## config.mk

```make
export PLATFORM = sky130hd
export DESIGN_NAME = fetch_sequencer
export DESIGN_NICKNAME = d
export VERILOG_FILES = /design/src/rtl/fetch_ctrl_pkg.sv /design/src/rtl/sat_counter.sv /design/src/rtl/fetch_sequencer.sv
export SDC_FILE = /design/constraint.sdc
export NUM_CORES = 1
export LEC_CHECK = 0
export ABC_AREA = 1
export CAP_MARGIN = 20
export CORE_MARGIN = 2
export CORE_UTILIZATION = 33
export DETAILED_ROUTE_END_ITERATION = 12
export HOLD_SLACK_MARGIN = 0.15
export PLACE_DENSITY = 0.92
export SYNTH_ARGS = -nofsm -noshare
export SYNTH_HDL_FRONTEND = slang
export SYNTH_SLANG_ARGS = --single-unit
```

## constraint.sdc

```tcl
create_clock -name clk -period 1.44 [get_ports clk]
set_input_delay 0.288 -clock clk [delete_from_list [all_inputs] [get_ports clk]]
set_output_delay 0.288 -clock clk [all_outputs]
set_load 0.01 [all_outputs]
```

## src/rtl/fetch_ctrl_pkg.sv

```systemverilog
// Shared constants for the fetch control path: state encoding, default address
// width and performance-counter geometry.
package fetch_ctrl_pkg;

  localparam int ADDR_W_DEFAULT = 16;
  localparam int PERF_CNT_W     = 16;
  localparam logic [PERF_CNT_W-1:0] PERF_CNT_SAT = 16'hFFFF;

  typedef logic [2:0] state_t;

  localparam state_t ST_IDLE  = 3'd0;
  localparam state_t ST_RUN   = 3'd1;
  localparam state_t ST_STALL = 3'd2;
  localparam state_t ST_FLUSH = 3'd3;
  localparam state_t ST_HALT  = 3'd4;

endpackage

```

## src/rtl/sat_counter.sv

```systemverilog
// Saturating event counter used for the fetch performance statistics.
module sat_counter
  import fetch_ctrl_pkg::*;
(
  input  logic                  i_clk,
  input  logic                  i_reset,
  input  logic                  i_inc,
  output logic [PERF_CNT_W-1:0] o_count
);

  logic [PERF_CNT_W-1:0] r_count;

  always_ff @(posedge i_clk) begin
    if (i_reset) begin
      r_count <= '0;
    end else if (i_inc && (r_count != PERF_CNT_SAT)) begin
      r_count <= r_count + 1'b1;
    end
  end

  assign o_count = r_count;

endmodule

```

## src/rtl/fetch_sequencer.sv

```systemverilog
// Fetch sequencer: arbitrates jumps, load-use stalls and debug halt for the PC.
// Optional performance counters are built only when FETCH_PERF_CNT_EN is defined.
module fetch_sequencer
  import fetch_ctrl_pkg::*;
#(
  parameter int HAZARD_STALL_CYCLES = 1,
  parameter int ADDR_W              = ADDR_W_DEFAULT
)(
  input  logic                  clk,
  input  logic                  reset,
  input  logic                  jump_req,
  input  logic [ADDR_W-1:0]     jump_addr,
  input  logic                  hazard,
  input  logic                  halt_req,
  input  logic                  resume,
  output logic                  pc_mux_sel,
  output logic [ADDR_W-1:0]     jmp_loc,
  output logic                  stall,
  output logic                  stall_pm,
  output logic                  flush,
  output logic                  jump_ack,
  output logic                  halted,
  output logic [PERF_CNT_W-1:0] stall_cycles,
  output logic [PERF_CNT_W-1:0] jump_count
);

  localparam logic [3:0] STALL_RELOAD = 4'(HAZARD_STALL_CYCLES - 1);

  state_t     r_state;
  state_t     w_next_state;
  logic [3:0] r_cnt;
  logic [3:0] w_next_cnt;
  logic       w_jump_accept;
  logic       w_stall;

  // Jumps are only honoured in states where the fetch path is live.
  assign w_jump_accept = !reset && jump_req &&
                         ((r_state == ST_RUN) || (r_state == ST_STALL) || (r_state == ST_FLUSH));

  always_comb begin
    w_next_state = r_state;
    w_next_cnt   = r_cnt;
    case (r_state)
      ST_IDLE: w_next_state = ST_RUN;
      ST_RUN: begin
        if (jump_req) begin
          w_next_state = ST_FLUSH;
        end else if (hazard) begin
          w_next_state = ST_STALL;
          w_next_cnt   = STALL_RELOAD;
        end else if (halt_req) begin
          w_next_state = ST_HALT;
        end
      end
      ST_STALL: begin
        if (jump_req) begin
          w_next_state = ST_FLUSH;
          w_next_cnt   = 4'd0;
        end else if (r_cnt == 4'd0) begin
          // A hazard still present at expiry restarts the full stall window.
          if (hazard) begin
            w_next_cnt = STALL_RELOAD;
          end else begin
            w_next_state = ST_RUN;
          end
        end else begin
          w_next_cnt = r_cnt - 4'd1;
        end
      end
      ST_FLUSH: w_next_state = jump_req ? ST_FLUSH : ST_RUN;
      ST_HALT: begin
        if (resume && !halt_req) begin
          w_next_state = ST_RUN;
        end
      end
      default: w_next_state = ST_IDLE;
    endcase
  end

  always_ff @(posedge clk) begin
    if (reset) begin
      r_state <= ST_IDLE;
      r_cnt   <= 4'd0;
    end else begin
      r_state <= w_next_state;
      r_cnt   <= w_next_cnt;
    end
  end

  assign w_stall    = (r_state == ST_IDLE) || (r_state == ST_STALL) || (r_state == ST_HALT);
  assign stall      = w_stall;
  assign stall_pm   = w_stall;
  assign flush      = (r_state == ST_FLUSH);
  assign halted     = (r_state == ST_HALT);
  assign pc_mux_sel = w_jump_accept;
  assign jump_ack   = w_jump_accept;
  assign jmp_loc    = w_jump_accept ? jump_addr : '0;

`ifdef FETCH_PERF_CNT_EN
  logic w_stall_inc;

  // IDLE stalls are a reset artefact, not pipeline loss, so they are not counted.
  assign w_stall_inc = w_stall && (r_state != ST_IDLE);

  sat_counter u_stall_cnt (
    .i_clk   (clk),
    .i_reset (reset),
    .i_inc   (w_stall_inc),
    .o_count (stall_cycles)
  );

  sat_counter u_jump_cnt (
    .i_clk   (clk),
    .i_reset (reset),
    .i_inc   (w_jump_accept),
    .o_count (jump_count)
  );
`else
  assign stall_cycles = '0;
  assign jump_count   = '0;
`endif

endmodule

```

# Word level (Yosys, flattened, before mapping)

Cells that the tools add are included.
W data, S select, Z words.

Logic and storage cells: 41
Bits of input ports: 22
Register bits: 7

Multiplexer cells: 15
$add $sub $neg: 1
Eq/ne operators: 9
Reduce and logical (&&, ||, !) cells: 14

Operators by type and width:

| kind                  | number |
|---|---|
| $mux W3               | 7 |
| $mux W16              | 1 |
| $mux W4               | 4 |
| $pmux W3 S5           | 1 |
| $pmux W4 S2           | 1 |
| $eq A3 B2 Y1 const B  | 2 |
| $ne A3 B3 Y1 const B  | 2 |
| $logic_not A4 Y1      | 1 |
| $logic_or A1 B1 Y1    | 4 |
| $ne A4 B4 Y1 const B  | 1 |
| $reduce_and A4 Y1     | 1 |
| $sub A4 B1 Y4 const B | 1 |
| $eq A3 B1 Y1 const B  | 1 |
| $eq A3 B3 Y1 const B  | 1 |
| $logic_and A1 B1 Y1   | 3 |
| $logic_not A3 Y1      | 1 |
| $logic_not A1 Y1      | 2 |
| $mux W2               | 1 |
| $ne A2 B1 Y1 const B  | 1 |
| $ne A2 B2 Y1 const B  | 1 |
| $reduce_and A2 Y1     | 1 |
| $reduce_bool A2 Y1    | 1 |

# Logic depth before layout (Yosys ltp)

Depth after elaboration: 5
Gate-level depth with buffers: 9
Depth with buffers taken out: 9

# Least setup slack after synthesis

OpenSTA, ideal clock, no wires.

Path kind: register to output
Start: register r_state[1]
End: output port jmp_loc[10]
Slack: -75 ps
Data required time: 1152 ps
Arrival time: 1227 ps
Stages on the path, launching flop included: 6
Buffers on the path: 1
Cells stage by stage: dfxtp_1 -> nor2_1 -> nor4_4 -> inv_2 -> buf_2 -> nor2_1

Longest elaborated chain between the ends: 5
Elaborated cells on any way between the ends: 7
Those cells by class: 3 x eq/ne; 1 x mux; 3 x reduce/logical

Ends and longest elaborated chain:

| item                                                | RTL line              | RTL |
|---|---|---|
| start, declared                                     | fetch_sequencer.sv:29 | `state_t r_state;` |
| start signal, assigned                              | fetch_sequencer.sv:85 | `r_state <= w_next_state;` |
| $eq A3 B1 Y1 / $eq A3 B2 Y1 (equally long branches) | fetch_sequencer.sv:38 | `((r_state == ST_RUN) \|\| (r_state == ST_STALL) \|\| (r_state == ST_FLUSH));` |
| $logic_or A1 B1 Y1                                  | fetch_sequencer.sv:38 |  |
| $logic_or A1 B1 Y1 (*)                              | fetch_sequencer.sv:38 |  |
| $logic_and A1 B1 Y1 (*)                             | fetch_sequencer.sv:37 | `assign w_jump_accept = !reset && jump_req &&` |
| via jump_ack                                        | fetch_sequencer.sv:21 | `output logic jump_ack,` |
| $mux W16 (*)                                        | fetch_sequencer.sv:97 | `assign jmp_loc = w_jump_accept ? jump_addr : '0;` |
| end, declared                                       | fetch_sequencer.sv:17 | `output logic [ADDR_W-1:0] jmp_loc,` |

The timed path passes the listed nets; every way through them passes the cells marked *.

# Worst setup path after layout

Start: register r_state[2]
End: output port jmp_loc[3]

Longest elaborated chain between the ends: 5
Elaborated cells on any way between the ends: 7
Those cells by class: 3 x eq/ne; 1 x mux; 3 x reduce/logical

Ends and longest elaborated chain:

| item                                                | RTL line |
|---|---|
| $eq A3 B1 Y1 / $eq A3 B2 Y1 (equally long branches) | fetch_sequencer.sv:38 |
| $logic_or A1 B1 Y1                                  | fetch_sequencer.sv:38 |
| $logic_or A1 B1 Y1 (*)                              | fetch_sequencer.sv:38 |
| $logic_and A1 B1 Y1 (*)                             | fetch_sequencer.sv:37 |
| $mux W16 (*)                                        | fetch_sequencer.sv:97 |

Every way passes the cells marked *; elsewhere a longest branch is shown, timed or not.

==> results <==
[worst max-delay path, cell delays in order, from the launching register on]
cell     delay, ns
dfxtp_2       0.33
nor4_4        0.33
inv_2         0.07
buf_6         0.13
buf_4         0.12
nor2_1        0.06
buf_2         0.13
[stage by stage]
stage | utilization, % | setup WS, ns
6_report | 57.3 | -0.303
5_1_grt | 57.3 | -0.354
4_1_cts | 55.0 | -0.360
2_1_floorplan | - | -0.0310
3_3_place_gp | 54.0 | -0.841
3_5_place_dp | 54.0 | -0.866
[state kept, by name (all words and copies together) (netlist names)]
name and flops:
r_cnt 4, r_state 3
[cells in the mapped netlist (all sizes together)]
cell type,instances,area (sq um)
nor4,1,21.3
xor2,1,8.76
nor2,34,133
nand2,27,106
nand3,9,62.6
buf,35,260
o21ai,2,10.0
a21oi,7,35.0
o22ai,1,6.26
conb,1,3.75
nand4,2,12.5
inv,33,124
dfxtp,7,140
ha,2,25.0
[area by class of cell]
class / instances / area, sq um / area share, %
Sequential cell: 7 / 149 / 9.50
Multi-Input combinational cell: 118 / 667 / 42.5
Clock buffer: 4 / 26.3 / 1.68
Timing Repair Buffer: 61 / 563 / 35.9
Tap cell: 31 / 38.8 / 2.47
Inverter: 33 / 124 / 7.90
[where the power goes]
group | switching [mW] | internal, mW | total [mW]
clock network | 0.0945 | 0.107 | 0.202
registers | 0.0116 | 0.210 | 0.221
logic | 0.287 | 0.256 | 0.542
total | 0.393 | 0.572 | 0.965
[worst max-delay path by stage]
stage                     startpoint  slack (ns)          end  cells past startpoint
after detailed placement    jump_req       -0.87   jmp_loc[4]                      7
after global placement      jump_req       -0.84  jmp_loc[13]                      7
after CTS                 r_state[0]       -0.36   jmp_loc[4]                      7
after global routing      r_state[2]       -0.35   jmp_loc[3]                      6
after floorplan           r_state[1]       -0.03  jmp_loc[10]                      5
final                     r_state[2]       -0.30   jmp_loc[3]                      6
[repair_timing]
action                                  4_1_cts  5_1_grt
hold endpoints to repair                      0        0
setup buffers                                 5        1
gates resized for setup                     107       21
gates cloned                                  0        0
endpoints found under the setup margin       22       26
pin swaps                                     6        5
[cell families (layout without fill, tap and decap cells)]
group | count (synthesis) | in the layout | share of synthesized area [%]
buffers and inverters | 68 | 98 | 40.5
other | 1 | 32 | 0.395
XOR/XNOR | 1 | 1 | 0.924
flip-flops | 7 | 7 | 14.8
AO/OA/AOI/OAI | 10 | 10 | 5.41
adder cells (fa/ha/maj) | 2 | 2 | 2.64
AND/OR/NAND/NOR | 73 | 73 | 35.4
[metal layers]
metal	vias to the layer above	track usage [%]	part of all wire, %	wire (um)
li1	537	-	-	-
met1	473	14.7	37	890
met4	0	6.98	2.0	48
met5	-	0	0	0
met3	5	3.79	12	286
met2	68	22.9	49	1170
==> impl_metrics.env <==
export IMPL_outcome="finished, violations left"
export IMPL_violations="negative setup slack"
export IMPL_ys_ff_latch=7
export IMPL_final_setup_tns_ns=-4.62
export IMPL_diodes=0
export IMPL_grt_usage_pct=13.3
export IMPL_ys_types=20
export IMPL_grt_overflow=0
export IMPL_die_area_sq_um=3320
export IMPL_avgSynthCellArea_sq_um=5.85
export IMPL_drive_gt1_share_pct=35.4
export IMPL_hold_viol_final=0
export IMPL_cp_required_ns=1.15
export IMPL_seq_area_frac_synth_pct=14.8
export IMPL_stdcell_area_sq_um=1570
export IMPL_clockBufferDepth=2
export IMPL_hold_class="flip-flop to flip-flop"
export IMPL_dp_cells=246
export IMPL_timing_final_crit_share_pct=121
export IMPL_dp_hpwl_mm=1.95
export IMPL_routedWlPerCell_um=9.42
export IMPL_cts_sinks=7
export IMPL_setup_viol=19
export IMPL_drt_initial_drc_count=28
export IMPL_grt_max_degree=10
export IMPL_antenna_found_initial=0
export IMPL_yosysWarnings=0
export IMPL_crit_type="flip-flop to output port"
export IMPL_placed_area_sq_um=1480
export IMPL_final_antenna_net_count=0
export IMPL_port_buffers=43
export IMPL_syn_area_sq_um=948
export IMPL_r2r_slack_ns=0.07
export IMPL_area_growth_pct=65.3
export IMPL_r2r_cells=11
export IMPL_grt_pass1_wl_mm=3.46
export IMPL_rsz0062_at_grt="yes"
export IMPL_firstDrtPassIters=4
export IMPL_die_w_um=57.6
export IMPL_gp_congestion=0.904
export IMPL_grt_pass1_vias=857
export IMPL_cp_max_fo=4
export IMPL_cts_root_buf="clkbuf_4"
export IMPL_initial_core_util_pct=34.7
export IMPL_crit_path_end_kind="output port"
export IMPL_p_total_mw=0.965
export IMPL_via_count=1083
export IMPL_arrival_ns=1.45
export IMPL_whs_endpoint="r_cnt[1]"
export IMPL_path_clk_slew_ns=0.06
export IMPL_clk_latency_ns=0.28
export IMPL_hp_start="r_cnt[1]"
export IMPL_drv_cap=0
export IMPL_fin_ws_ns=-0.303
export IMPL_fin_crit_ns=1.74
export IMPL_r2r_start="r_state[1]"
export IMPL_die_h_um=57.6
export IMPL_cts_inserted_buffers=3
export IMPL_coreArea_sq_um=2730
export IMPL_drt_wl_total_mm=2.39
export IMPL_final_cell_mix="conb_1 (32), inv_1 (27), nand2_1 (24), buf_6 (20), clkdlybuf4s50_1 (19)"
export IMPL_r2r_end="r_state[1]"
export IMPL_stdcell_count=254
export IMPL_n_fill_cell=246
export IMPL_ir_worst_vdd_uv=491
export IMPL_critPathLaunchType="flip-flop"
export IMPL_fin_hold_ws_ns=0.471
export IMPL_final_max_slew_viol_count=0
export IMPL_cellPowerDensity_nw_per_um2=616
export IMPL_cts_max_level=1
export IMPL_final_net_count=248
export IMPL_leakage_nw=0.843
export IMPL_finClkSkew_ns=0.00652
export IMPL_route_detailed_drc=0
export IMPL_row_count=19
export IMPL_whs_path_depth=2
export IMPL_viasPerCell=4.26
export IMPL_synthCells=162
export IMPL_layout_commonest_cell="conb_1"
export IMPL_io_pins=76
export IMPL_cts_tree="yes"
export IMPL_fmax_mhz=574
export IMPL_cts_hold_fix_buffers=0
Power figures use the tool's default switching activity.
